File: config.mk
export PLATFORM = sky130hd
export DESIGN_NAME = prefetch_queue_flat
export DESIGN_NICKNAME = d
export VERILOG_FILES = /design/src/rtl/prefetch_queue_if.sv /design/src/rtl/prefetch_queue.sv /design/src/flat_wrapper.sv
export SDC_FILE = /design/constraint.sdc
export NUM_CORES = 1
export LEC_CHECK = 0
export CAP_MARGIN = 40
export CORE_ASPECT_RATIO = 1.5
export CORE_UTILIZATION = 43
export CTS_CLUSTER_DIAMETER = 30
export DETAILED_ROUTE_END_ITERATION = 7
export GPL_TIMING_DRIVEN = 0
export PLACE_DENSITY = 0.7
export SYNTH_ARGS = -nofsm -noshare
export SYNTH_HDL_FRONTEND = slang
export SYNTH_SLANG_ARGS = --single-unit
File: constraint.sdc
create_clock -name clock -period 4.35 [get_ports clock]
set_input_delay 0.87 -clock clock [delete_from_list [all_inputs] [get_ports clock]]
set_output_delay 0.87 -clock clock [all_outputs]
set_load 0.02 [all_outputs]
File: src/rtl/prefetch_queue_if.sv
// Signal bundle between the prefetch queue, the instruction bus and the consumer.
// The master modport is the queue's view; the slave modport is its environment.
interface prefetch_queue_if #(
  parameter int DEPTH = 4
);
  localparam int CNT_W = $clog2(DEPTH) + 1;

  logic [29:0]      bus_address;
  logic             bus_read;
  logic             bus_grant;
  logic             bus_ready;
  logic             bus_error;
  logic [31:0]      bus_data_in;
  logic             jump;
  logic [31:0]      jump_address;
  logic             instr_valid;
  logic [31:0]      instr_data;
  logic [31:0]      instr_address;
  logic             instr_take;
  logic [CNT_W-1:0] count;
  logic             fault;

  modport master (
    output bus_address, bus_read, instr_valid, instr_data, instr_address, count, fault,
    input  bus_grant, bus_ready, bus_error, bus_data_in, jump, jump_address, instr_take
  );

  modport slave (
    input  bus_address, bus_read, instr_valid, instr_data, instr_address, count, fault,
    output bus_grant, bus_ready, bus_error, bus_data_in, jump, jump_address, instr_take
  );
endinterface

File: src/rtl/prefetch_queue.sv
// Instruction prefetch queue: sequential word fetches with one read outstanding,
// a DEPTH-entry FIFO of {instruction, address}, jump redirect and bus-error fault stop.
module prefetch_queue #(
  parameter int          DEPTH    = 4,
  parameter logic [31:0] RESET_PC = 32'h0
) (
  input logic              clock,
  input logic              reset,
  prefetch_queue_if.master pq
);

  localparam int PTR_W = (DEPTH > 1) ? $clog2(DEPTH) : 1;
  localparam int CNT_W = $clog2(DEPTH) + 1;
  localparam logic [CNT_W-1:0] FULL = CNT_W'(DEPTH);

  typedef enum logic [1:0] {
    IDLE,
    READ,
    DISCARD,
    FAULT
  } state_t;

  state_t           state_q, state_d;
  logic [31:0]      fetchPc_q, fetchPc_d;
  logic [PTR_W-1:0] head_q, head_d;
  logic [PTR_W-1:0] tail_q, tail_d;
  logic [CNT_W-1:0] count_q, count_d;
  logic             fault_q, fault_d;
  logic             push;
  logic             pop;
  logic [31:0]      jumpTarget;

  logic [31:0] dataMem_q [DEPTH];
  logic [31:0] addrMem_q [DEPTH];

  assign jumpTarget = pq.jump_address & 32'hFFFF_FFFC;

  always_comb begin
    state_d   = state_q;
    fetchPc_d = fetchPc_q;
    fault_d   = fault_q;
    push      = 1'b0;
    pop       = pq.instr_take && (count_q != '0) && !pq.jump;

    case (state_q)
      IDLE: begin
        if (pq.bus_grant && !fault_q && !pq.jump && (count_q < FULL)) begin
          state_d = READ;
        end
      end
      READ: begin
        if (pq.bus_ready) begin
          if (pq.bus_error) begin
            state_d = FAULT;
            fault_d = 1'b1;
          end else begin
            push      = (count_q != FULL);
            fetchPc_d = fetchPc_q + 32'd4;
            state_d   = IDLE;
          end
        end
      end
      DISCARD: begin
        if (pq.bus_ready) begin
          state_d = IDLE;
        end
      end
      FAULT: begin
        state_d = FAULT;
      end
      default: begin
        state_d = IDLE;
      end
    endcase

    // A jump overrides everything above; a read still in flight must be drained.
    if (pq.jump) begin
      push      = 1'b0;
      fault_d   = 1'b0;
      fetchPc_d = jumpTarget;
      if (((state_q == READ) || (state_q == DISCARD)) && !pq.bus_ready) begin
        state_d = DISCARD;
      end else begin
        state_d = IDLE;
      end
    end
  end

  always_comb begin
    head_d  = head_q;
    tail_d  = tail_q;
    count_d = count_q;
    if (pq.jump) begin
      head_d  = '0;
      tail_d  = '0;
      count_d = '0;
    end else begin
      if (push) begin
        tail_d = tail_q + PTR_W'(1);
      end
      if (pop) begin
        head_d = head_q + PTR_W'(1);
      end
      case ({push, pop})
        2'b10:   count_d = count_q + CNT_W'(1);
        2'b01:   count_d = count_q - CNT_W'(1);
        default: count_d = count_q;
      endcase
    end
  end

  always_ff @(posedge clock or posedge reset) begin
    if (reset) begin
      state_q   <= IDLE;
      fetchPc_q <= RESET_PC;
      head_q    <= '0;
      tail_q    <= '0;
      count_q   <= '0;
      fault_q   <= 1'b0;
    end else begin
      state_q   <= state_d;
      fetchPc_q <= fetchPc_d;
      head_q    <= head_d;
      tail_q    <= tail_d;
      count_q   <= count_d;
      fault_q   <= fault_d;
    end
  end

  // Storage needs no reset: entries are only visible once count covers them.
  always_ff @(posedge clock) begin
    if (push) begin
      dataMem_q[tail_q] <= pq.bus_data_in;
      addrMem_q[tail_q] <= fetchPc_q;
    end
  end

  assign pq.bus_read      = (state_q == READ);
  assign pq.bus_address   = fetchPc_q[31:2];
  assign pq.instr_valid   = (count_q != '0);
  assign pq.instr_data    = dataMem_q[head_q];
  assign pq.instr_address = addrMem_q[head_q];
  assign pq.count         = count_q;
  assign pq.fault         = fault_q;

endmodule

File: src/flat_wrapper.sv
// flat-port wrapper written by rule: the top's interface ports become plain ports
module prefetch_queue_flat 
#(
  parameter int          DEPTH    = 4,
  parameter logic [31:0] RESET_PC = 32'h0
)
  (clock, reset, pq_bus_address, pq_bus_read, pq_instr_valid, pq_instr_data, pq_instr_address, pq_count, pq_fault, pq_bus_grant, pq_bus_ready, pq_bus_error, pq_bus_data_in, pq_jump, pq_jump_address, pq_instr_take);
  prefetch_queue_if #(.DEPTH(DEPTH)) pq_i ();
  input logic clock;
  input logic reset;
  output wire logic [$bits(pq_i.bus_address)-1:0] pq_bus_address;
  output wire logic [$bits(pq_i.bus_read)-1:0] pq_bus_read;
  output wire logic [$bits(pq_i.instr_valid)-1:0] pq_instr_valid;
  output wire logic [$bits(pq_i.instr_data)-1:0] pq_instr_data;
  output wire logic [$bits(pq_i.instr_address)-1:0] pq_instr_address;
  output wire logic [$bits(pq_i.count)-1:0] pq_count;
  output wire logic [$bits(pq_i.fault)-1:0] pq_fault;
  input wire logic [$bits(pq_i.bus_grant)-1:0] pq_bus_grant;
  input wire logic [$bits(pq_i.bus_ready)-1:0] pq_bus_ready;
  input wire logic [$bits(pq_i.bus_error)-1:0] pq_bus_error;
  input wire logic [$bits(pq_i.bus_data_in)-1:0] pq_bus_data_in;
  input wire logic [$bits(pq_i.jump)-1:0] pq_jump;
  input wire logic [$bits(pq_i.jump_address)-1:0] pq_jump_address;
  input wire logic [$bits(pq_i.instr_take)-1:0] pq_instr_take;
  assign pq_bus_address = pq_i.bus_address;
  assign pq_bus_read = pq_i.bus_read;
  assign pq_instr_valid = pq_i.instr_valid;
  assign pq_instr_data = pq_i.instr_data;
  assign pq_instr_address = pq_i.instr_address;
  assign pq_count = pq_i.count;
  assign pq_fault = pq_i.fault;
  assign pq_i.bus_grant = pq_bus_grant;
  assign pq_i.bus_ready = pq_bus_ready;
  assign pq_i.bus_error = pq_bus_error;
  assign pq_i.bus_data_in = pq_bus_data_in;
  assign pq_i.jump = pq_jump;
  assign pq_i.jump_address = pq_jump_address;
  assign pq_i.instr_take = pq_instr_take;
  prefetch_queue #(.DEPTH(DEPTH), .RESET_PC(RESET_PC)) u_core (.clock(clock), .reset(reset), .pq(pq_i));
endmodule
==> flow_summary.toml, run 1 <==
[outcome]
outcome = "finished clean"

[drt]
first_iter_violations = 292
drc_errors = 0
wl_met1_mm = 9.12
route.met2.wl_mm = 13.0
routedWlPerCell_um = 20.3
post_drt_via_cell_ratio = 5.38
vias = 6383
wirelength_mm = 24.1
dr.max_layer_used = "met4"
wl_met3_mm = 1.22
drtPass1Iterations = 5
postRouteAntennaNets = 0

[logic_synthesis]
synth-main-ff-cell = "edfxtp_1"
synth_cell_types = 48
netlist_instances = 604
yosysWarnings = 0
synthAdderAreaFrac_pct = 1.17
synth_top_area_share_pct = 65.5
synth_area_um2 = 11400
synthArstFlopShare_pct = 13.9
synth_top_family_by_area = "multiplexers"
synth_edf_count = 248
synth_xor_area_share_pct = 1.00
synth.mux.area_fraction_pct = 12.7
synth-compound-area-share_pct = 3.28
seq_area_frac_synth_pct = 74.3
synthTopCellsByArea = "edfxtp_1, mux4_2, dfrtp_1"
synth_commonest_cells = "edfxtp_1, mux4_2, dfrtp_1"
avgSynthCellArea_um2 = 18.8
yosys.area.top_type = "edfxtp_1"
synth_most_common_cell = "edfxtp_1"
synth_seq_cells = 288
synth-simple-area-share_pct = 5.92

[floorplanning]
fp.dieW_um = 135
die_area_um2 = 27100
fp-row-count = 72
die-height_um = 201
coreArea_um2 = 25900
start_util_pct = 44.0
ioPinCount = 171

[placement]
dp_hpwl_mm = 15.8
place_congestion = 0.805
place_area_um2 = 13600
io_buffer_count = 166

[grt]
grt_max_degree = 40
grt_pass1_wl_mm = 37.5
grt_pass1_vias = 6804
grt_use_total_pct = 18.6
globalRoute.totalOverflow = 0
grt_antenna_before_repair = 0

[sta]
finalCriticalPeriod_ps = 3880
hold_viol = 0
setup_viol = 0
fin_hold_ws_ps = 530
slew_headroom_pct = 51.0
fmax_mhz = 258
drv_slew = 0
tightest_slew_ps = 735
final.period_utilization_pct = 89.1
fin_skew_ps = 16.4
rsz0062_at_grt = "no"

[critical_path]
crit_arrival_ps = 3010
worstSetupEndpoint = "pq_instr_address[19]"
cp.required_ps = 3480
path_class = "flop to output port"
critPathBufInv = 3
crit_path_top_delay_cell = "mux4_2"
r2r_setup_slack_ps = 1440
crit_path_start_kind = "flop"
slowest_delay_ps = 610
rr_startpoint = "u_core.state_q[1]"
reg2reg_depth = 6
crit_chain = "clkbuf_1 > buf_2 > mux4_2 > clkdlybuf4s50_1"
worstSetupStartpoint = "u_core.head_q[0]"
path_delay_family = "buffers and inverters"
cp_max_fo = 10
crit_cells = 4
worstReg2RegEnd = "u_core.dataMem_q[1][17]"
cp-end-kind = "output port"

[cells_and_area]
design_area_um2 = 15000
diodes = 0
drive_gt1_share_pct = 19.1
area_delta_synth_final_pct = 32.1
layout.nets = 903
fillers = 1984

[clocking]
ctsHoldBuffers = 0
clock_path_buffers = 3
numCtsBuffers = 42
cts_sinks = 288
path_clk_slew_ps = 50
cts_tree = "built"
root_buffer = "clkbuf_16"
cts_max_level = 2
clkLatencyLatePin_ps = 540
cts_setup_buffers = 0
ctsResizeCount = 0

[run]
maxCapViolations = 0

[pwr]
powerDensity_nw_per_um2 = 553
finalPower_mw = 8.31
p_leak_nw = 4.98
irDropWorstVdd_uv = 400

[worst_hold_path]
min_path_type = "flop to flop"
worst register-to-register path, stage by stage (launching register included):
cell	delay, ps
dfrtp_1	410
inv_1	90
ha_1	300
nand3b_1	290
nor2_1	520
and3_4	650
buf_12	310
through the flow:
stage / setup TNS [ps] / utilization [%] / instances / setup WS (ps)
global placement: -268110 / 52.0 / 1104 / -1090
floorplan: 0 / - / 605 / 938
global route: 0 / 58.1 / 1187 / 266
detailed placement: 0 / 52.6 / 1111 / 764
finish: 0 / 58.1 / 1187 / 475
CTS: 0 / 58.1 / 1187 / 419
registers in the layout, summed over array words and instances (netlist names):
register / cells
u_core.dataMem_q: 128
u_core.addrMem_q: 120
u_core.fetchPc_q: 30
u_core.pq.count: 3
u_core.head_q: 2
u_core.state_q: 2
u_core.tail_q: 2
u_core.pq.fault: 1
final cells by class:
type                            instances  area, um2  share of cell area (%)
Multi-Input combinational cell        276       2770                    18.4
Inverter                               13       48.8                   0.325
Timing Repair Buffer                  173       1790                    11.9
Sequential cell                       288       8450                    56.2
Buffer                                 28        126                   0.841
Tap cell                              333        417                    2.77
Clock inverter                         33        368                    2.45
Clock buffer                           43       1050                    7.02
layout by cell type (no fill, tap or decap), types with 4 or more instances in the layout:
master,Yosys,final
o31ai_1,10,10
and3_1,9,5
inv_8,0,4
clkbuf_16,0,42
dfrtp_1,40,40
nand2_1,29,29
xor2_1,4,4
or4_1,10,10
xnor2_1,9,9
nand4_1,7,7
clkbuf_1,17,18
o21ai_0,16,16
clkinvlp_4,0,5
ha_1,9,9
nor2_1,28,28
inv_6,0,12
buf_2,5,5
mux2i_1,4,4
edfxtp_1,248,248
nor4_1,4,4
nand3_1,17,17
mux4_2,62,62
nor3_1,4,4
inv_1,13,12
a31oi_1,13,13
clkdlybuf4s50_1,0,166
o311ai_0,4,4
and3_4,0,4
buf_12,0,4
report_power, final:
part           internal (mW)  switching, mW
logic                  0.889          0.852
clock network           2.02           1.33
registers               3.11          0.111
worst min path at each step:
stage / cells after the start / from / slack (ps) / to
6_report: 2 / u_core.pq.fault / 530 / u_core.pq.fault
5_1_grt: 2 / u_core.pq.fault / 560 / u_core.pq.fault
4_1_cts: 2 / u_core.pq.fault / 540 / u_core.pq.fault
3_5_place_dp: 2 / u_core.pq.fault / 520 / u_core.pq.fault
3_3_place_gp: 2 / u_core.pq.fault / 520 / u_core.pq.fault
2_1_floorplan: 2 / u_core.tail_q[1] / 540 / u_core.tail_q[1]
metal layers:
layer / up-vias / GRT usage [%]
met5: - / 0
met3: 51 / 3.75
li1: 2906 / -
met1: 3221 / 21.0
met2: 205 / 33.4
met4: 0 / 8.11
cell families (layout without fill, tap and decap cells):
family / Yosys count / after routing
compound gates: 56 / 56
xor+xnor: 13 / 13
fa+ha+maj: 10 / 10
buf+inv: 41 / 290
flops: 288 / 288
mux: 67 / 67
other cells: 1 / 2
simple gates: 128 / 128
(Power assumes the default switching activity.)
==> inputs of run 2 (changes only) <==
SKIP_LAST_GASP = 1   (was unset)
clock period = 4 ns   (was 4.35 ns; I/O delays follow)
==> run 2 against run 1 <==
Net effect: critical path depth unchanged; setup slack worse by 120 ps; sequential power up 9.3%; critical endpoint is now pq_instr_data[24]; die area unchanged; register-to-register slack worse by 340 ps.
==> flow_summary.toml, run 2 (synthesis gave the netlist of run 1 again) <==
[outcome]
outcome = "finished clean"

[clocking]
root_buffer = "clkbuf_16"
clock_path_buffers = 3
numCtsBuffers = 42
cts_tree = "built"
cts_sinks = 288
clkLatencyLatePin_ps = 540
ctsResizeCount = 0
path_clk_slew_ps = 50
cts_max_level = 2

[critical_path]
r2r_setup_slack_ps = 1100
crit_chain = "clkbuf_1 > clkbuf_1 > mux4_2 > clkdlybuf4s50_1"
cp-end-kind = "output port"
cp_max_fo = 10
crit_path_start_kind = "flop"
crit_path_top_delay_cell = "clkbuf_1"
cp.required_ps = 3200
slowest_delay_ps = 620
crit_arrival_ps = 2850
path_class = "flop to output port"
cp_common_cell = "clkbuf_1"

[drt]
postRouteAntennaNets = 0
dr.max_layer_used = "met4"
vias = 6391
routedWlPerCell_um = 20.3
first_iter_violations = 291
route.met2.wl_mm = 13.0
wl_met3_mm = 1.20
wl_met1_mm = 9.12
post_drt_via_cell_ratio = 5.39
drc_errors = 0
wirelength_mm = 24.1
drtPass1Iterations = 5

[cells_and_area]
regMostFlops = "u_core.dataMem_q"
top_regs = "u_core.dataMem_q (128), u_core.addrMem_q (120), u_core.fetchPc_q (30)"
final_cell_mix = "edfxtp_1, clkdlybuf4s50_1, mux4_2"
final_common_cell = "edfxtp_1"
fin_cells = 1186
area_delta_synth_final_pct = 32.1
largest_reg_flops = 128
drive_gt1_share_pct = 19.1
layout.nets = 902
diodes = 0

[sta]
final.period_utilization_pct = 91.2
finalCriticalPeriod_ps = 3650
setup_slack_ps = 354
slew_headroom_pct = 51.1
fin_skew_ps = 16.2
hold_viol = 0
tightest_slew_ps = 734
rsz0062_at_grt = "no"
fmax_mhz = 274
drv_slew = 0
setup_viol = 0

[pwr]
p_comb_share_pct = 20.7
irDropWorstVdd_uv = 435
switchingPower_mw = 2.49
p_leak_nw = 4.98
swShare_pct = 27.5
power_frac_seq_pct = 39.0
pwr-share-clk_pct = 40.3
p_int_mw = 6.54
powerDensity_nw_per_um2 = 601

[floorplanning]
ioPinCount = 171
start_util_pct = 44.0
die-height_um = 201
fp-row-count = 72
coreArea_um2 = 25900
die_area_um2 = 27100
fp.dieW_um = 135

[grt]
globalRoute.totalOverflow = 0
grt_pass1_wl_mm = 37.5
grt_max_degree = 40
grt_pass1_vias = 6804
grt_use_total_pct = 18.6
grt_antenna_before_repair = 0

[run]
maxCapViolations = 0

[placement]
io_buffer_count = 166
dp_cells = 1111
place_congestion = 0.805
dp_hpwl_mm = 15.8
post-place-ws_ps = 484

[worst_hold_path]
min_path_type = "input port to asynchronous set/reset pin"
## run 2: worst paths after layout
kind	startpoint	endpoint	cells after the start
setup / recovery	u_core.head_q[1]	pq_instr_data[24]	4
hold / removal	reset	u_core.fetchPc_q[29]	2
setup reg to reg	u_core.state_q[1]	u_core.dataMem_q[1][17]	6
hold reg to reg	u_core.pq.fault	u_core.pq.fault	2
max in group asynchronous	reset	u_core.fetchPc_q[2]	3
min in group clock	u_core.pq.fault	u_core.pq.fault	2
## run 2: area by class of cell
type	count	area [um2]
Clock inverter	33	368
Clock buffer	43	1050
Buffer	27	123
Fill cell	1986	10800
Multi-Input combinational cell	276	2770
Tap cell	333	417
Timing Repair Buffer	173	1790
Sequential cell	288	8450
Inverter	13	48.8
## run 2: power by group through the flow
| stage | clock network (mW) | logic (mW) | registers [mW] |
|---|---|---|---|
| finish | 3.64 | 1.87 | 3.52 |
| floorplan | 0 | 1.09 | 3.58 |
| global route | 3.82 | 2.00 | 3.54 |
| global placement | 0 | 1.89 | 3.56 |
| CTS | 3.71 | 1.93 | 3.50 |
| detailed placement | 0 | 1.92 | 3.56 |
## run 2: worst max-delay path: cells and delay by family (launching register included)
| kind | cells | cell delay [ps] |
|---|---|---|
| multiplexers | 1 | 430 |
| buffers and inverters | 3 | 1560 |
| flip-flops | 1 | 310 |
## run 2: routing by layer
layer / GRT usage [%] / up-vias
li1: - / 2903
met1: 21.0 / 3236
met2: 33.4 / 200
met3: 3.75 / 52
met4: 8.11 / 0
met5: 0 / -
## run 2: what timing repair did
action                     CTS  global route
hold buffers                 0             0
setup buffers                0             0
setup endpoints to repair    0             2
## run 2: metrics by stage
step / TNS [ps] / power (mW) / area [um2] / utilization, % / hold WS, ps
5_1_grt: 0 / 9.37 / 15000 / 58.1 / 552
3_3_place_gp: -337550 / 5.46 / 13400 / 52.0 / 516
4_1_cts: 0 / 9.14 / 15000 / 58.1 / 519
6_report: 0 / 9.03 / 15000 / 58.1 / 530
3_5_place_dp: 0 / 5.48 / 13600 / 52.6 / 517
2_1_floorplan: 0 / 4.66 / 11400 / - / 538
==> inputs of run 3 (changes only) <==
CTS_BUF_LIST = sky130_fd_sc_hd__clkbuf_4 sky130_fd_sc_hd__clkbuf_8   (was unset)
==> run 3 against run 2 <==
Net effect: routed wire length grew 0.17%; clock-buffer cell count grew 17; largest power group is now registers; total power shrank 9.8%; critical path depth is the same.
==> flow_summary.toml, run 3 (synthesis gave the netlist of run 1 again) <==
[cells_and_area]
drive_gt1_share_pct = 19.1
area_delta_synth_final_pct = 28.7
final_common_cell = "edfxtp_1"
largest_reg_flops = 128
utilization_pct = 56.6
layout.nets = 906
design_area_um2 = 14600
regMostFlops = "u_core.dataMem_q"
fin_cells = 1195
top_regs = "u_core.dataMem_q (128), u_core.addrMem_q (120), u_core.fetchPc_q (30)"
fillers = 2047
diodes = 0
final_cell_mix = "edfxtp_1, clkdlybuf4s50_1, mux4_2"

[drt]
drc_errors = 0
vias = 6377
post_drt_via_cell_ratio = 5.34
postRouteAntennaNets = 0
drtPass1Iterations = 4
first_iter_violations = 245
wirelength_mm = 24.1
routedWlPerCell_um = 20.2

[grt]
globalRoute.totalOverflow = 0
grt_antenna_before_repair = 0
grt_pass1_wl_mm = 37.6
grt_use_total_pct = 18.6
grt_pass1_vias = 6794
grt_max_degree = 40

[sta]
drv_slew = 0
slew_headroom_pct = 51.6
fin_skew_ps = 21.8
finalCriticalPeriod_ps = 3670
tightest_slew_ps = 726
rsz0062_at_grt = "no"
fmax_mhz = 272
setup_slack_ps = 325
hold_viol = 0
setup_viol = 0
fin_hold_ws_ps = 505
tns_ps = 0
final.period_utilization_pct = 91.9

[critical_path]
cp_max_fo = 10
cp.required_ps = 3200
crit_path_start_kind = "flop"
path_delay_family = "buffers and inverters"
critPathBufInv = 3
path_class = "flop to output port"
cp-end-kind = "output port"
slowest_delay_ps = 610
crit_path_top_delay_cell = "clkbuf_1"
cp_common_cell = "clkbuf_1"
crit_chain = "clkbuf_1 > clkbuf_1 > mux4_2 > clkdlybuf4s50_1"
crit_arrival_ps = 2870

[pwr]
irDropWorstVdd_uv = 394
powerDensity_nw_per_um2 = 557
p_leak_nw = 4.82
finalPower_mw = 8.14

[floorplanning]
fp-row-count = 72
ioPinCount = 171
die_area_um2 = 27100
start_util_pct = 44.0
die-height_um = 201
coreArea_um2 = 25900
fp.dieW_um = 135

[outcome]
outcome = "finished clean"

[clocking]
cts_max_level = 2
clock_path_buffers = 3
path_clk_slew_ps = 60
numCtsBuffers = 46
root_buffer = "clkbuf_8"
clkLatencyLatePin_ps = 560
cts_tree = "built"
ctsResizeCount = 0
ctsHoldBuffers = 0
cts_sinks = 288

[run]
maxCapViolations = 0

[placement]
place_congestion = 0.805
dp_cells = 1111
post-place-ws_ps = 484
place_area_um2 = 13600
dp_hpwl_mm = 15.8
io_buffer_count = 166

[worst_hold_path]
min_path_type = "input port to asynchronous set/reset pin"
[run 3: cell count changes in the layout (fill, tap and decap cells not counted), sizes merged]
cell / change
clkinvlp: -1
bufinv: +2
clkinv: +5
clkbuf: +17
inv: -14
[run 3: what timing repair did]
item	in CTS	in global routing
endpoints found under the setup margin	0	32
setup buffers	0	0
endpoints found under the hold margin	0	0
[run 3: cell type report]
| class | count | area (um2) | share of cell area [%] |
|---|---|---|---|
| Sequential cell | 288 | 8450 | 57.8 |
| Clock buffer | 60 | 769 | 5.26 |
| Timing Repair Buffer | 173 | 1790 | 12.2 |
| Inverter | 13 | 48.8 | 0.334 |
| Clock inverter | 25 | 262 | 1.79 |
| Buffer | 27 | 123 | 0.838 |
| Multi-Input combinational cell | 276 | 2770 | 18.9 |
| Tap cell | 333 | 417 | 2.85 |
[run 3: worst paths after layout]
kind                                   startpoint                     end  slack [ps]  cells past startpoint
worst max-delay path             u_core.head_q[1]       pq_instr_data[26]         330                      4
worst min-delay path                        reset    u_core.fetchPc_q[29]         510                      2
worst max register to register  u_core.state_q[1]  u_core.dataMem_q[1][9]        1060                      6
worst min register to register    u_core.pq.fault         u_core.pq.fault         530                      2
max in group asynchronous                   reset     u_core.fetchPc_q[6]        3020                      3
min in group clock                u_core.pq.fault         u_core.pq.fault         530                      2
[run 3: routing by layer]
layer  global-route usage (%)  up-vias  part of all wire (%)
li1                         -     2912                     -
met1                     21.2     3222                    38
met2                     33.5      187                    54
met3                     3.45       56                   4.5
met4                     8.27        0                   3.5
met5                        0        -                     0
[run 3: worst register-to-register path: stages (launching register included)]
cell      delay (ps)
dfrtp_1          410
inv_1             90
ha_1             300
nand3b_1         300
nor2_1           530
and3_4           660
buf_12           310
[run 3: report_power, final]
group	internal, mW	switching (mW)	leakage, nW
Sequential	3.38	0.139	2.72
Combinational	0.965	0.902	1.57
Clock	1.60	1.16	0.525
Total	5.94	2.20	4.82
